[config.mk]
export PLATFORM = sky130hd
export DESIGN_NAME = spi_target_regs
export DESIGN_NICKNAME = d
export VERILOG_FILES = /design/src/rtl/spi_target_pkg.sv /design/src/rtl/spi_target_sync.sv /design/src/rtl/spi_target_regs.sv
export SDC_FILE = /design/constraint.sdc
export NUM_CORES = 1
export LEC_CHECK = 0
export CAP_MARGIN = 30
export CORE_ASPECT_RATIO = 0.5
export CORE_MARGIN = 2
export CORE_UTILIZATION = 50
export DETAILED_ROUTE_END_ITERATION = 10
export PLACE_DENSITY = 0.8
export SYNTH_ARGS = -nofsm -noshare
export SYNTH_HDL_FRONTEND = slang
export SYNTH_HIERARCHICAL = 1
export SYNTH_SLANG_ARGS = --single-unit
[constraint.sdc]
create_clock -name i_clk -period 1.75 [get_ports i_clk]
set_input_delay 0.35 -clock i_clk [delete_from_list [all_inputs] [get_ports i_clk]]
set_output_delay 0.35 -clock i_clk [all_outputs]
set_load 0.05 [all_outputs]
[src/rtl/spi_target_pkg.sv]
// ---------------------------------------------------------------------------
// spi_target_pkg
// Shared types and constants for the SPI target register bridge.
//   state_e        : transaction FSM states
//   CMD_RD_BIT     : bit of the command byte that selects read (1) / write (0)
//   MIN_SCK_RATIO  : smallest allowed f(CLK)/f(SPI_CCK) ratio
// ---------------------------------------------------------------------------
package spi_target_pkg;

  typedef enum logic [1:0] {
    ST_IDLE = 2'd0,
    ST_CMD  = 2'd1,
    ST_WR   = 2'd2,
    ST_RD   = 2'd3
  } state_e;

  localparam int CMD_RD_BIT    = 7;
  localparam int MIN_SCK_RATIO = 8;

endpackage

[src/rtl/spi_target_sync.sv]
// ---------------------------------------------------------------------------
// spi_target_sync
// Brings the three SPI pins into the system clock domain and derives
// single-cycle SCK edge pulses. Every output is registered, so a pin edge
// shows up as a pulse SYNC_STAGES+1 clocks later, with SEL and MOSI aligned
// to the same pipeline depth.
// Ports:
//   i_clk, i_sysreset          system clock, synchronous active-high reset
//   i_spi_cck/ss_n/mosi        raw SPI pins
//   o_sck_rise, o_sck_fall     one-cycle pulses on synchronized SCK edges
//   o_sel                      synchronized select (= ~SS_N)
//   o_mosi_s                   synchronized MOSI
// ---------------------------------------------------------------------------
module spi_target_sync #(
  parameter int SYNC_STAGES = 2
) (
  input  logic i_clk,
  input  logic i_sysreset,
  input  logic i_spi_cck,
  input  logic i_spi_ss_n,
  input  logic i_spi_mosi,
  output logic o_sck_rise,
  output logic o_sck_fall,
  output logic o_sel,
  output logic o_mosi_s
);

  logic [SYNC_STAGES-1:0] r_sck_sync;
  logic [SYNC_STAGES-1:0] r_ss_n_sync;
  logic [SYNC_STAGES-1:0] r_mosi_sync;
  logic                   r_sck_d;
  logic                   r_sck_rise;
  logic                   r_sck_fall;
  logic                   r_sel;
  logic                   r_mosi_s;

  // NOTE: every flop here uses <= so each stage samples the previous stage's
  // old value; blocking assignments would collapse the chain into one flop.
  always_ff @(posedge i_clk) begin
    if (i_sysreset) begin
      // Idle pin levels, so reset release never looks like an SCK edge or a
      // select assertion.
      r_sck_sync  <= '0;
      r_ss_n_sync <= '1;
      r_mosi_sync <= '0;
      r_sck_d     <= 1'b0;
      r_sck_rise  <= 1'b0;
      r_sck_fall  <= 1'b0;
      r_sel       <= 1'b0;
      r_mosi_s    <= 1'b0;
    end else begin
      r_sck_sync  <= {r_sck_sync[SYNC_STAGES-2:0],  i_spi_cck};
      r_ss_n_sync <= {r_ss_n_sync[SYNC_STAGES-2:0], i_spi_ss_n};
      r_mosi_sync <= {r_mosi_sync[SYNC_STAGES-2:0], i_spi_mosi};
      r_sck_d     <= r_sck_sync[SYNC_STAGES-1];
      r_sck_rise  <= r_sck_sync[SYNC_STAGES-1] & ~r_sck_d;
      r_sck_fall  <= ~r_sck_sync[SYNC_STAGES-1] & r_sck_d;
      r_sel       <= ~r_ss_n_sync[SYNC_STAGES-1];
      r_mosi_s    <= r_mosi_sync[SYNC_STAGES-1];
    end
  end

  assign o_sck_rise = r_sck_rise;
  assign o_sck_fall = r_sck_fall;
  assign o_sel      = r_sel;
  assign o_mosi_s   = r_mosi_s;

endmodule

[src/rtl/spi_target_regs.sv]
// ---------------------------------------------------------------------------
// spi_target_regs
// SPI mode-0 target bridging SPI frames onto a byte-wide register bus.
// Frame: command byte {rd_flag, addr[6:0]} followed by data bytes; the
// address auto-increments per data byte and wraps at 2^ADDR_W.
// Ports:
//   i_clk, i_sysreset            system clock, synchronous active-high reset
//   i_spi_cck/ss_n/mosi          SPI pins from the master (oversampled)
//   o_spi_miso, o_spi_miso_oe    serial read data and its output enable
//   o_reg_addr, o_reg_wdata      register bus address / write data
//   o_reg_wr, o_reg_rd           one-cycle write / read strobes
//   i_reg_rdata                  read data, valid one clock after o_reg_rd
//   o_busy                       transaction open (FSM not idle)
// ---------------------------------------------------------------------------
module spi_target_regs
  import spi_target_pkg::*;
#(
  parameter int ADDR_W      = 7,
  parameter int SYNC_STAGES = 2
) (
  input  logic              i_clk,
  input  logic              i_sysreset,
  input  logic              i_spi_cck,
  input  logic              i_spi_ss_n,
  input  logic              i_spi_mosi,
  output logic              o_spi_miso,
  output logic              o_spi_miso_oe,
  output logic [ADDR_W-1:0] o_reg_addr,
  output logic [7:0]        o_reg_wdata,
  output logic              o_reg_wr,
  output logic              o_reg_rd,
  input  logic [7:0]        i_reg_rdata,
  output logic              o_busy
);

  logic w_sck_rise;
  logic w_sck_fall;
  logic w_sel;
  logic w_mosi_s;

  spi_target_sync #(
    .SYNC_STAGES (SYNC_STAGES)
  ) u_sync (
    .i_clk      (i_clk),
    .i_sysreset (i_sysreset),
    .i_spi_cck  (i_spi_cck),
    .i_spi_ss_n (i_spi_ss_n),
    .i_spi_mosi (i_spi_mosi),
    .o_sck_rise (w_sck_rise),
    .o_sck_fall (w_sck_fall),
    .o_sel      (w_sel),
    .o_mosi_s   (w_mosi_s)
  );

  state_e            r_state;
  logic [2:0]        r_bit_cnt;
  logic [6:0]        r_shift;    // only 7 bits are kept; the 8th arrives live
  logic [7:0]        r_tx;
  logic [ADDR_W-1:0] r_addr;
  logic [7:0]        r_wdata;
  logic              r_wr;
  logic              r_rd;
  logic              r_rd_d;     // read data due on i_reg_rdata this cycle

  logic [7:0]        w_shift_next;
  logic              w_last_bit;

  assign w_shift_next = {r_shift, w_mosi_s};
  assign w_last_bit   = (r_bit_cnt == 3'd7);

  always_ff @(posedge i_clk) begin
    if (i_sysreset) begin
      r_state   <= ST_IDLE;
      r_bit_cnt <= '0;
      r_shift   <= '0;
      r_tx      <= '0;
      r_addr    <= '0;
      r_wdata   <= '0;
      r_wr      <= 1'b0;
      r_rd      <= 1'b0;
      r_rd_d    <= 1'b0;
    end else begin
      // Strobes default low, so any assignment below makes a one-cycle pulse.
      r_wr   <= 1'b0;
      r_rd   <= 1'b0;
      r_rd_d <= r_rd;

      if (!w_sel) begin
        // Dropping select abandons partial bytes and any pending read data.
        r_state <= ST_IDLE;
      end else begin
        case (r_state)
          ST_IDLE: begin
            r_bit_cnt <= '0;
            r_state   <= ST_CMD;
          end

          ST_CMD: begin
            if (w_sck_rise) begin
              r_shift   <= w_shift_next[6:0];
              r_bit_cnt <= r_bit_cnt + 3'd1;
              if (w_last_bit) begin
                r_addr <= w_shift_next[ADDR_W-1:0];
                if (w_shift_next[CMD_RD_BIT]) begin
                  r_rd    <= 1'b1;
                  r_state <= ST_RD;
                end else begin
                  r_state <= ST_WR;
                end
              end
            end
          end

          ST_WR: begin
            // Advance the address only after the strobe so the bus sees a
            // stable address for the whole write cycle.
            if (r_wr) begin
              r_addr <= r_addr + 1'b1;
            end
            if (w_sck_rise) begin
              r_shift   <= w_shift_next[6:0];
              r_bit_cnt <= r_bit_cnt + 3'd1;
              if (w_last_bit) begin
                r_wr    <= 1'b1;
                r_wdata <= w_shift_next;
              end
            end
          end

          ST_RD: begin
            // The falling edge right after a byte boundary (bit counter at 0)
            // launches the freshly loaded MSB, so it must not shift.
            if (r_rd_d) begin
              r_tx <= i_reg_rdata;
            end else if (w_sck_fall && (r_bit_cnt != 3'd0)) begin
              r_tx <= {r_tx[6:0], 1'b0};
            end
            if (w_sck_rise) begin
              r_bit_cnt <= r_bit_cnt + 3'd1;
              if (w_last_bit) begin
                r_addr <= r_addr + 1'b1;
                r_rd   <= 1'b1;
              end
            end
          end

          default: r_state <= ST_IDLE;
        endcase
      end
    end
  end

  assign o_spi_miso    = (r_state == ST_RD) & r_tx[7];
  assign o_spi_miso_oe = w_sel;
  assign o_reg_addr    = r_addr;
  assign o_reg_wdata   = r_wdata;
  assign o_reg_wr      = r_wr;
  assign o_reg_rd      = r_rd;
  assign o_busy        = (r_state != ST_IDLE);

endmodule

# Yosys cells after proc, flatten, opt, wreduce, memory -nomap -nowiden
# Cells that the tools add are included.
# word_totals
regBits	49
latchBits	0
ramBits	0
mem_bits_ro	0
input_bits	13
output_inout_bits	20
word_cells	74
mem_count	0
# classes
addsub	2
n_mul	0
n_div	0
magnitude_cmp	0
n_eq_ne	10
shifts	0
n_mux	20
n_bitwise	8
reduce_logical	17
# ops
cell	count
two-way mux 7 bit	5
one-hot mux 7 bit (3 select lines)	1
two-way mux 8 bit	2
AND reduction 3 bit	3
adder 7 x 1 -> 7 bit, second input constant	1
AND reduction 7 bit	1
two-way mux 1 bit	6
!= test 2 x 1 -> 1 bit, second input constant	3
!= test 2 bit, second input constant	3
one-hot mux 3 bit (2 select lines)	1
nonzero test 2 bit	3
nonzero test 3 bit	2
OR reduction 3 bit	2
inverter 1 bit	5
equality test 2 bit, second input constant	2
two-way mux 2 bit	2
one-hot mux 2 bit (2 select lines)	1
AND reduction 4 bit	1
OR reduction 2 bit	2
adder 3 x 1 -> 3 bit, second input constant	1
bitwise AND 1 bit	3
equality test 3 bit, second input constant	1
two-way mux 3 bit	1
equality test 2 x 1 -> 1 bit, second input constant	1
other kinds (4)	4

# Logic depth before layout (Yosys ltp)
# Gate-level depths: netlist (run 1).
# logic_depth
ltp_word	4
depth_mapped	7
ltp_nobuf	6

# Cells and area by module
# Netlist (run 1), hierarchy kept.
# by_module_without_submodules
mod	n_inst	cells_each	area_per_inst_um2	seq_area_each_um2
spi_target_regs	1	205	1823.0	760.7
spi_target_sync	1	23	300.3	220.2

# Worst setup path before layout (run 1)
# Ideal clock, no wire load.
# synth_path
path_kind	register -> register
startpoint	reg u_sync.r_sel, in the netlist u_sync/o_sel
endpoint	reg r_addr[1], in the netlist o_reg_addr[1]
setup_ps	91
arrival_ps	1615
required_ps	1659
slack_ps	44
stages_incl_launch_ff	6
n_path_buf	1
synth_period_minus_slack_ps	1706
path_cell_list	dfxtp_1 buf_4 nand2b_1 a2111oi_4 nor2_1 a311oi_1
# synth_via
elab_chain_cells	1
# synth_rtl
element	line_no	text
from (decl)	spi_target_sync.sv:34	logic r_sel;
from (signal assigned)	spi_target_sync.sv:58	r_sel <= ~r_ss_n_sync[SYNC_STAGES-1];
AND reduction 7 bit (no line)	n/a	
to (signal assigned)	spi_target_regs.sv:103	r_addr <= w_shift_next[ADDR_W-1:0];
to (signal assigned)	spi_target_regs.sv:118	r_addr <= r_addr + 1'b1;
to (signal assigned)	spi_target_regs.sv:141	r_addr <= r_addr + 1'b1;
to (decl)	spi_target_regs.sv:59	logic [ADDR_W-1:0] r_addr;
# Every way passes these cells.
# A chain may end at the register's enable or synchronous reset.

# Final worst setup path (run 1)
# layout_path
startpoint	reg r_state[0]
endpoint	reg r_addr[2], in the netlist o_reg_addr[2]
# layout_via
elab_chain_cells	3
word_cells_on_any_way	11
classes_between	eq/ne: 8; mux: 1; reduce/logical: 2
# layout_rtl
element	line_no	text
from (decl)	spi_target_regs.sv:55	state_e r_state;
from (signal assigned)	spi_target_regs.sv:73	r_state <= ST_IDLE;
from (signal assigned)	spi_target_regs.sv:90	r_state <= ST_IDLE;
from (signal assigned)	spi_target_regs.sv:95	r_state <= ST_CMD;
equality test 2 bit / equality test 2 x 1 -> 1 bit (equally long branches)	spi_target_regs.sv:92	case (r_state)
!= test 2 x 1 -> 1 bit (no line) (tied with other cells)	n/a	
AND reduction 7 bit (no line)	n/a	
# Parallel ways exist; a longest one is shown, timed or not.

==> results of run 1 <==
## worst paths after layout
| check | slack, ns | to | depth (start not counted) |
|---|---|---|---|
| min reg2reg | 0.39 | u_sync/o_sel$_SDFF_PP0_ | 1 |
| min | 0.39 | u_sync/o_sel$_SDFF_PP0_ | 1 |
| max | 0.05 | o_reg_addr[2]$_SDFFE_PP0P_ | 6 |
| max reg2reg | 0.05 | o_reg_addr[2]$_SDFFE_PP0P_ | 6 |
## report_power, final
part	switching, mW	internal [mW]
sequential	0.00448	1.12
combinational	0.0336	0.0426
clock	0.366	0.568
total	0.405	1.73
## layout make-up
type                    count  area, µm²
clock inverters             3      65.06
inverters                   5      18.77
clock buffers               5      68.82
fillers                   294       1226
flip-flops and latches     49      988.4
well taps                  54      67.56
repair buffers             45      430.4
multi-input cells         161       1119
## layout by cell type (no fill, tap or decap), types with 2 or more instances in the layout
cell | netlist | layout
a21oi_1 | 25 | 25
a311oi_1 | 9 | 9
a32oi_1 | 2 | 2
and2_1 | 7 | 7
and3_1 | 2 | 2
buf_12 | 0 | 5
buf_4 | 4 | 28
bufinv_16 | 0 | 2
clkbuf_8 | 0 | 5
clkdlybuf4s50_1 | 0 | 12
dfxtp_1 | 49 | 45
dfxtp_2 | 0 | 3
ha_1 | 9 | 3
ha_2 | 0 | 2
ha_4 | 0 | 4
inv_1 | 5 | 3
inv_2 | 0 | 2
mux2i_1 | 14 | 14
nand2_1 | 24 | 23
nand2b_1 | 4 | 3
nand3_1 | 5 | 5
nand4_1 | 2 | 2
nor2_1 | 16 | 16
nor2b_1 | 9 | 9
nor3_1 | 2 | 2
nor3b_1 | 5 | 5
o21ai_0 | 11 | 10
o21ai_1 | 1 | 2
or2_1 | 2 | 2
## layer usage
metal	up-vias	wire, µm
met2	40	2253
li1	876	-
met1	816	2038
met3	2	171
met4	0	14
met5	-	0
## state kept, by name, summed over array words and instances (netlist names), 2 cells and up
register	count
o_reg_addr	7
r_shift	7
u_sync/r_mosi_sync	2
r_tx	8
r_bit_cnt	3
r_state	2
o_reg_wdata	8
u_sync/r_ss_n_sync	2
u_sync/r_sck_sync	2
## cell families (layout without fill, tap and decap cells)
family	count (synthesis)	in the layout	share of synthesized area
compound gates	56	56	0.1733
simple gates	82	82	0.1986
mux	14	14	0.06600
buf+inv	18	58	0.04714
flops	49	49	0.4620
fa+ha+maj	9	9	0.05304
## synthesized netlist by cell type, types with 4 or more instances
cell	number
and2_1	7
inv_1	5
nand3_1	5
clkbuf_1	5
nor2_1	16
ha_1	9
buf_4	4
nor2b_1	9
o21ai_0	11
mux2i_1	14
a21oi_1	25
nand2b_1	4
nand2_1	24
a311oi_1	9
dfxtp_1	49
nor3b_1	5
## metrics by stage
stage	utilization	std cells	power, mW
after floorplan	-	228	1.185
after global placement	0.6281	309	1.226
after detailed placement	0.6281	309	1.227
after CTS	0.6649	318	2.151
after global routing	0.6922	322	2.205
final	0.6922	322	2.137
## worst max-delay path: cells and delay by family, from the launching register on
kind            cells  cell delay (ns)
compound gates      3             0.78
fa+ha+maj           1             0.22
buf+inv             1             0.07
flops               1             0.37
simple gates        1             0.14
## timing repair
item	CTS	global route
resized for setup	4	19
pin swaps	3	2
setup endpoints to repair	9	8
buffers inserted	1	4
==> flow_metrics.py, run 1 <==
metrics = {
    "grt": {
        "grt_pass1_wl_mm": 6.762,
        "grt.met2_usage": 0.3009,
        "met3_usage": 0.05199,
        "grt_usage": 0.1807,
        "overflow": 0,
        "grtUsageMet1": 0.2295,
        "grt_max_degree": 48,
        "busiest_layer": "met2",
        "antenna_found_initial": 0,
        "grt_pass1_vias": 1533,
    },
    "timing": {
        "worst_pin_slew_ns": 0.4518,
        "fmax_ghz": 0.5876,
        "hold-worst-slack_ns": 0.3876,
        "fin_skew_ns": 0.009821,
        "setup_viol": 0,
        "fin_tns_setup_ns": 0,
        "final_max_slew_viol_count": 0,
        "min_period_ns": 1.702,
        "hold_viol": 0,
        "fin_crit_sh": 0.9725,
        "slew_headroom": 0.6979,
        "fin_ws_ns": 0.04814,
    },
    "routing": {
        "drc": 0,
        "via_count": 1734,
        "drtAntennaViolNets": 0,
        "routedWlPerCell_um": 13.91,
        "wirelength_mm": 4.478,
        "via_per_inst": 5.385,
        "drt-initial-drc-count": 68,
        "first_pass_iters": 4,
    },
    "power": {
        "leakage_nw": 1.053,
        "powerDensity_nw_per_um2": 774.8,
        "ir_worst_vdd_mv": 0.5031,
    },
    "synthesis": {
        "synth_top_area_frac": 0.4620,
        "syn_nets": 250,
        "synth_edf_count": 0,
        "synth_area_leaders": "dfxtp_1 46%, mux2i_1 6.6%, a21oi_1 5.9%, ha_1 5.3%, nand2_1 4.2%",
        "ys_warn_count": 6,
        "syn-instance-count": 228,
        "synth_cell_type_count": 36,
        "avgSynthCellArea_um2": 9.313,
        "mappedNetlistArea_um2": 2123,
        "ys_seq_area_frac": 0.4620,
        "synth_seq_cells": 49,
        "yosys.area.top_type": "dfxtp_1",
        "synth_top_flop_cell": "dfxtp_1",
        "async_reset_ff_frac": 0,
    },
    "worst_setup_path": {
        "cp.required_ns": 1.93,
        "path_class": "flop to flop",
        "worstPathMaxFanout": 6,
        "critical-path-max-stage-delay_ns": 0.49,
        "worstReg2RegStart": "r_state[0]$_SDFFE_PP0P_",
        "critPathSlowestCell": "a2111o_1",
        "cp-start-kind": "flop",
        "cp_data_arrival_time_ns": 1.89,
        "end_kind": "flop",
        "critPathLaunch": "r_state[0]$_SDFFE_PP0P_",
        "crit_chain": "inv_2, ha_1, nor2b_4, a2111o_1, o21ai_0, a21oi_1",
    },
    "final_layout": {
        "nNetsFinal": 289,
        "area_growth_pct": 29.88,
        "drive_gt1_frac": 0.2276,
        "final_area_um2": 2758,
        "diodes": 0,
    },
    "job": {
        "cap_violations": 0,
    },
    "place": {
        "dp_slack_ns": -0.1053,
        "post_dp_cell_area_um2": 2502,
        "port_buffers": 32,
        "gp_congestion": 0.7837,
        "dpl.hpwl_mm": 2.806,
    },
    "clock_network": {
        "numClockSinks": 49,
        "cts.htree.levels": 2,
        "clock_latency_ns": 0.30,
        "cts_hold_buf": 0,
        "cts_max_path_buffers": 2,
        "cts-root-buf": "clkbuf_8",
        "numCtsBuffers": 5,
        "clk_pin_slew_ns": 0.09,
        "cts_tree": "yes",
    },
    "floorplan": {
        "floorplan.initialDensity": 0.5330,
        "ios": 33,
        "die_width_um": 96.16,
        "die_area_um2": 4816,
        "chipHeight_um": 50.08,
        "rows": 16,
        "core_um2": 3984,
    },
    "min_path": {
        "min_path_type": "flop to flop",
        "hold_start": "u_sync/r_ss_n_sync[1]$_SDFF_PP1_",
    },
    "run_status": {
        "outcome": "completed",
    },
}
(Power assumes the default switching activity.)
==> run 2, diff against run 1 <==
--- a/config.mk
+++ b/config.mk
@@ -10,6 +10,7 @@
 export CORE_MARGIN = 2
 export CORE_UTILIZATION = 50
 export DETAILED_ROUTE_END_ITERATION = 10
+export GPL_ROUTABILITY_DRIVEN = 0
 export PLACE_DENSITY = 0.8
 export SYNTH_ARGS = -nofsm -noshare
 export SYNTH_HDL_FRONTEND = slang
==> results of run 2 <==
The final DEF is identical to that of run 1; final timing and power are the same.
==> run 3, diff against run 2 <==
--- a/config.mk
+++ b/config.mk
@@ -7,7 +7,6 @@
 export LEC_CHECK = 0
 export CAP_MARGIN = 30
 export CORE_ASPECT_RATIO = 0.5
-export CORE_MARGIN = 2
 export CORE_UTILIZATION = 50
 export DETAILED_ROUTE_END_ITERATION = 10
 export GPL_ROUTABILITY_DRIVEN = 0
==> run 3 against run 2 <==
Net effect: via count is 1.6% higher; combinational power hardly changed; core utilization is 3.0 points lower; critical endpoint is now o_reg_addr[4]$_SDFFE_PP0P_; worst hold slack worse by 0.0039 ns; flip-flop and latch count stayed put; critical path type unchanged.
==> flow_metrics.py, run 3 (synthesis gave the netlist of run 1 again) <==
metrics = {
    "power": {
        "clkPwrFrac": 0.354,
        "p_sw_uw": 414.6,
        "switching_share": 0.2227,
        "p_seq_frac": 0.605,
        "ir_worst_vdd_mv": 0.4717,
        "leakage_nw": 1.013,
        "powerDensity_nw_per_um2": 705.7,
        "p_int_mw": 1.447,
        "comb_power_share": 0.041,
    },
    "final_layout": {
        "nNetsFinal": 287,
        "drive_gt1_frac": 0.1917,
        "utilization": 0.6621,
        "fin_cells": 320,
        "diodes": 0,
        "final_cell_mix": "45 x dfxtp_1, 26 x buf_4, 25 x a21oi_1, 23 x nand2_1, 16 x nor2_1",
        "mostFrequentLayoutCell": "dfxtp_1",
        "area_growth_pct": 24.22,
    },
    "clock_network": {
        "clock_latency_ns": 0.31,
        "numCtsBuffers": 5,
        "numClockSinks": 49,
        "cts.htree.levels": 2,
        "cts-root-buf": "clkbuf_8",
        "clk_pin_slew_ns": 0.09,
        "cts_tree": "yes",
        "cts_max_path_buffers": 2,
    },
    "timing": {
        "fin_crit_sh": 0.9978,
        "setup_viol": 0,
        "slew_headroom": 0.6825,
        "fin_skew_ns": 0.008867,
        "hold-worst-slack_ns": 0.3836,
        "fin_ws_ns": 0.003885,
        "final_max_slew_viol_count": 0,
        "hold_viol": 0,
        "min_period_ns": 1.746,
        "fmax_ghz": 0.5727,
        "worst_pin_slew_ns": 0.4749,
    },
    "worst_setup_path": {
        "r2r_setup_slack_ns": 0.004,
        "cp_data_arrival_time_ns": 1.95,
        "critPathLaunch": "r_bit_cnt[0]$_SDFFE_PP0P_",
        "path_class": "flop to flop",
        "cp-start-kind": "flop",
        "r2r_cells": 6,
        "end_kind": "flop",
        "crit_end": "o_reg_addr[4]$_SDFFE_PP0P_",
        "worstReg2RegStart": "r_bit_cnt[0]$_SDFFE_PP0P_",
        "cp.required_ns": 1.95,
        "crit-reg2reg-capture": "o_reg_addr[4]$_SDFFE_PP0P_",
        "worstPathMaxFanout": 6,
    },
    "place": {
        "placed_cells": 310,
        "dp_slack_ns": -0.05300,
        "dpl.hpwl_mm": 3.051,
        "port_buffers": 32,
    },
    "floorplan": {
        "die_width_um": 94.16,
        "chipHeight_um": 48.08,
        "rows": 16,
        "floorplan.initialDensity": 0.5330,
        "core_um2": 3984,
        "ios": 33,
        "die_area_um2": 4527,
    },
    "routing": {
        "first_pass_iters": 4,
        "wirelength_mm": 4.380,
        "drtAntennaViolNets": 0,
        "via_per_inst": 5.503,
        "routedWlPerCell_um": 13.69,
        "via_count": 1761,
        "drt-initial-drc-count": 78,
        "drc": 0,
    },
    "grt": {
        "overflow": 0,
        "grt_usage": 0.1976,
        "antenna_found_initial": 0,
        "grt_pass1_vias": 1567,
        "grt_pass1_wl_mm": 6.686,
        "grt_max_degree": 32,
    },
    "job": {
        "cap_violations": 0,
    },
    "run_status": {
        "outcome": "completed",
    },
    "min_path": {
        "min_path_type": "flop to flop",
    },
}
[run 3: cell count changes in the layout (fill, tap and decap cells not counted), moves of 2 or more]
cell / change
buf_4: -2
bufinv_16: -2
clkinvlp_4: +2
ha_1: +3
ha_4: -4
o21ai_0: -4
o21ai_1: +4
[run 3: metal layers]
layer	wire (µm)	vias to the layer above	part of all wire	track usage
met2	2102	56	0.48	0.3478
met4	100	0	0.023	0.1231
met3	161	12	0.037	0.04444
met1	2016	817	0.46	0.2321
li1	-	876	-	-
met5	0	-	0	0
[run 3: power groups by stage]
stage,clock (mW),combinational [mW],sequential [mW]
floorplan,0,0.0307,1.15
global placement,0,0.0741,1.15
detailed placement,0,0.0761,1.15
CTS,0.677,0.0762,1.13
global route,0.722,0.0823,1.13
finish,0.659,0.0761,1.13
[run 3: layout make-up]
class / instances / area [µm²]
fillers: 327 / 1346
multi-input cells: 161 / 1060
flip-flops and latches: 49 / 988.4
repair buffers: 43 / 415.4
clock buffers: 6 / 72.57
well taps: 54 / 67.56
inverters: 5 / 18.77
clock inverters: 2 / 15.01
[run 3: timing repair]
action	4_1_cts	5_1_grt
buffers inserted	1	1
hold buffers	0	0
pin swaps	2	5
setup endpoints to repair	9	10
gates resized for setup	4	12
[run 3: how the worst min path moves through the flow]
stage / from / to / cells past startpoint
after floorplan: u_sync/r_ss_n_sync[1]$_SDFF_PP1_ / u_sync/o_sel$_SDFF_PP0_ / 1
after global placement: u_sync/r_ss_n_sync[1]$_SDFF_PP1_ / u_sync/o_sel$_SDFF_PP0_ / 1
after detailed placement: u_sync/r_ss_n_sync[1]$_SDFF_PP1_ / u_sync/o_sel$_SDFF_PP0_ / 1
after CTS: u_sync/r_ss_n_sync[1]$_SDFF_PP1_ / u_sync/o_sel$_SDFF_PP0_ / 1
after global routing: u_sync/r_ss_n_sync[1]$_SDFF_PP1_ / u_sync/o_sel$_SDFF_PP0_ / 1
final: u_sync/r_ss_n_sync[1]$_SDFF_PP1_ / u_sync/o_sel$_SDFF_PP0_ / 1
[run 3: metrics by stage]
stage                     power [mW]  area, µm²  setup TNS (ns)
after floorplan                1.185       2123               0
after global placement         1.227       2510               0
after detailed placement       1.230       2510         -0.1880
after CTS                      1.881       2609               0
after global routing           1.932       2638        -0.06594
final                          1.861       2638               0
[run 3: worst max-delay path, stage by stage, from the launching register on]
cell	delay, ns
dfxtp_2	0.36
ha_2	0.18
ha_2	0.21
nand2_2	0.09
a2111o_1	0.53
o21ai_1	0.19
a21oi_1	0.08
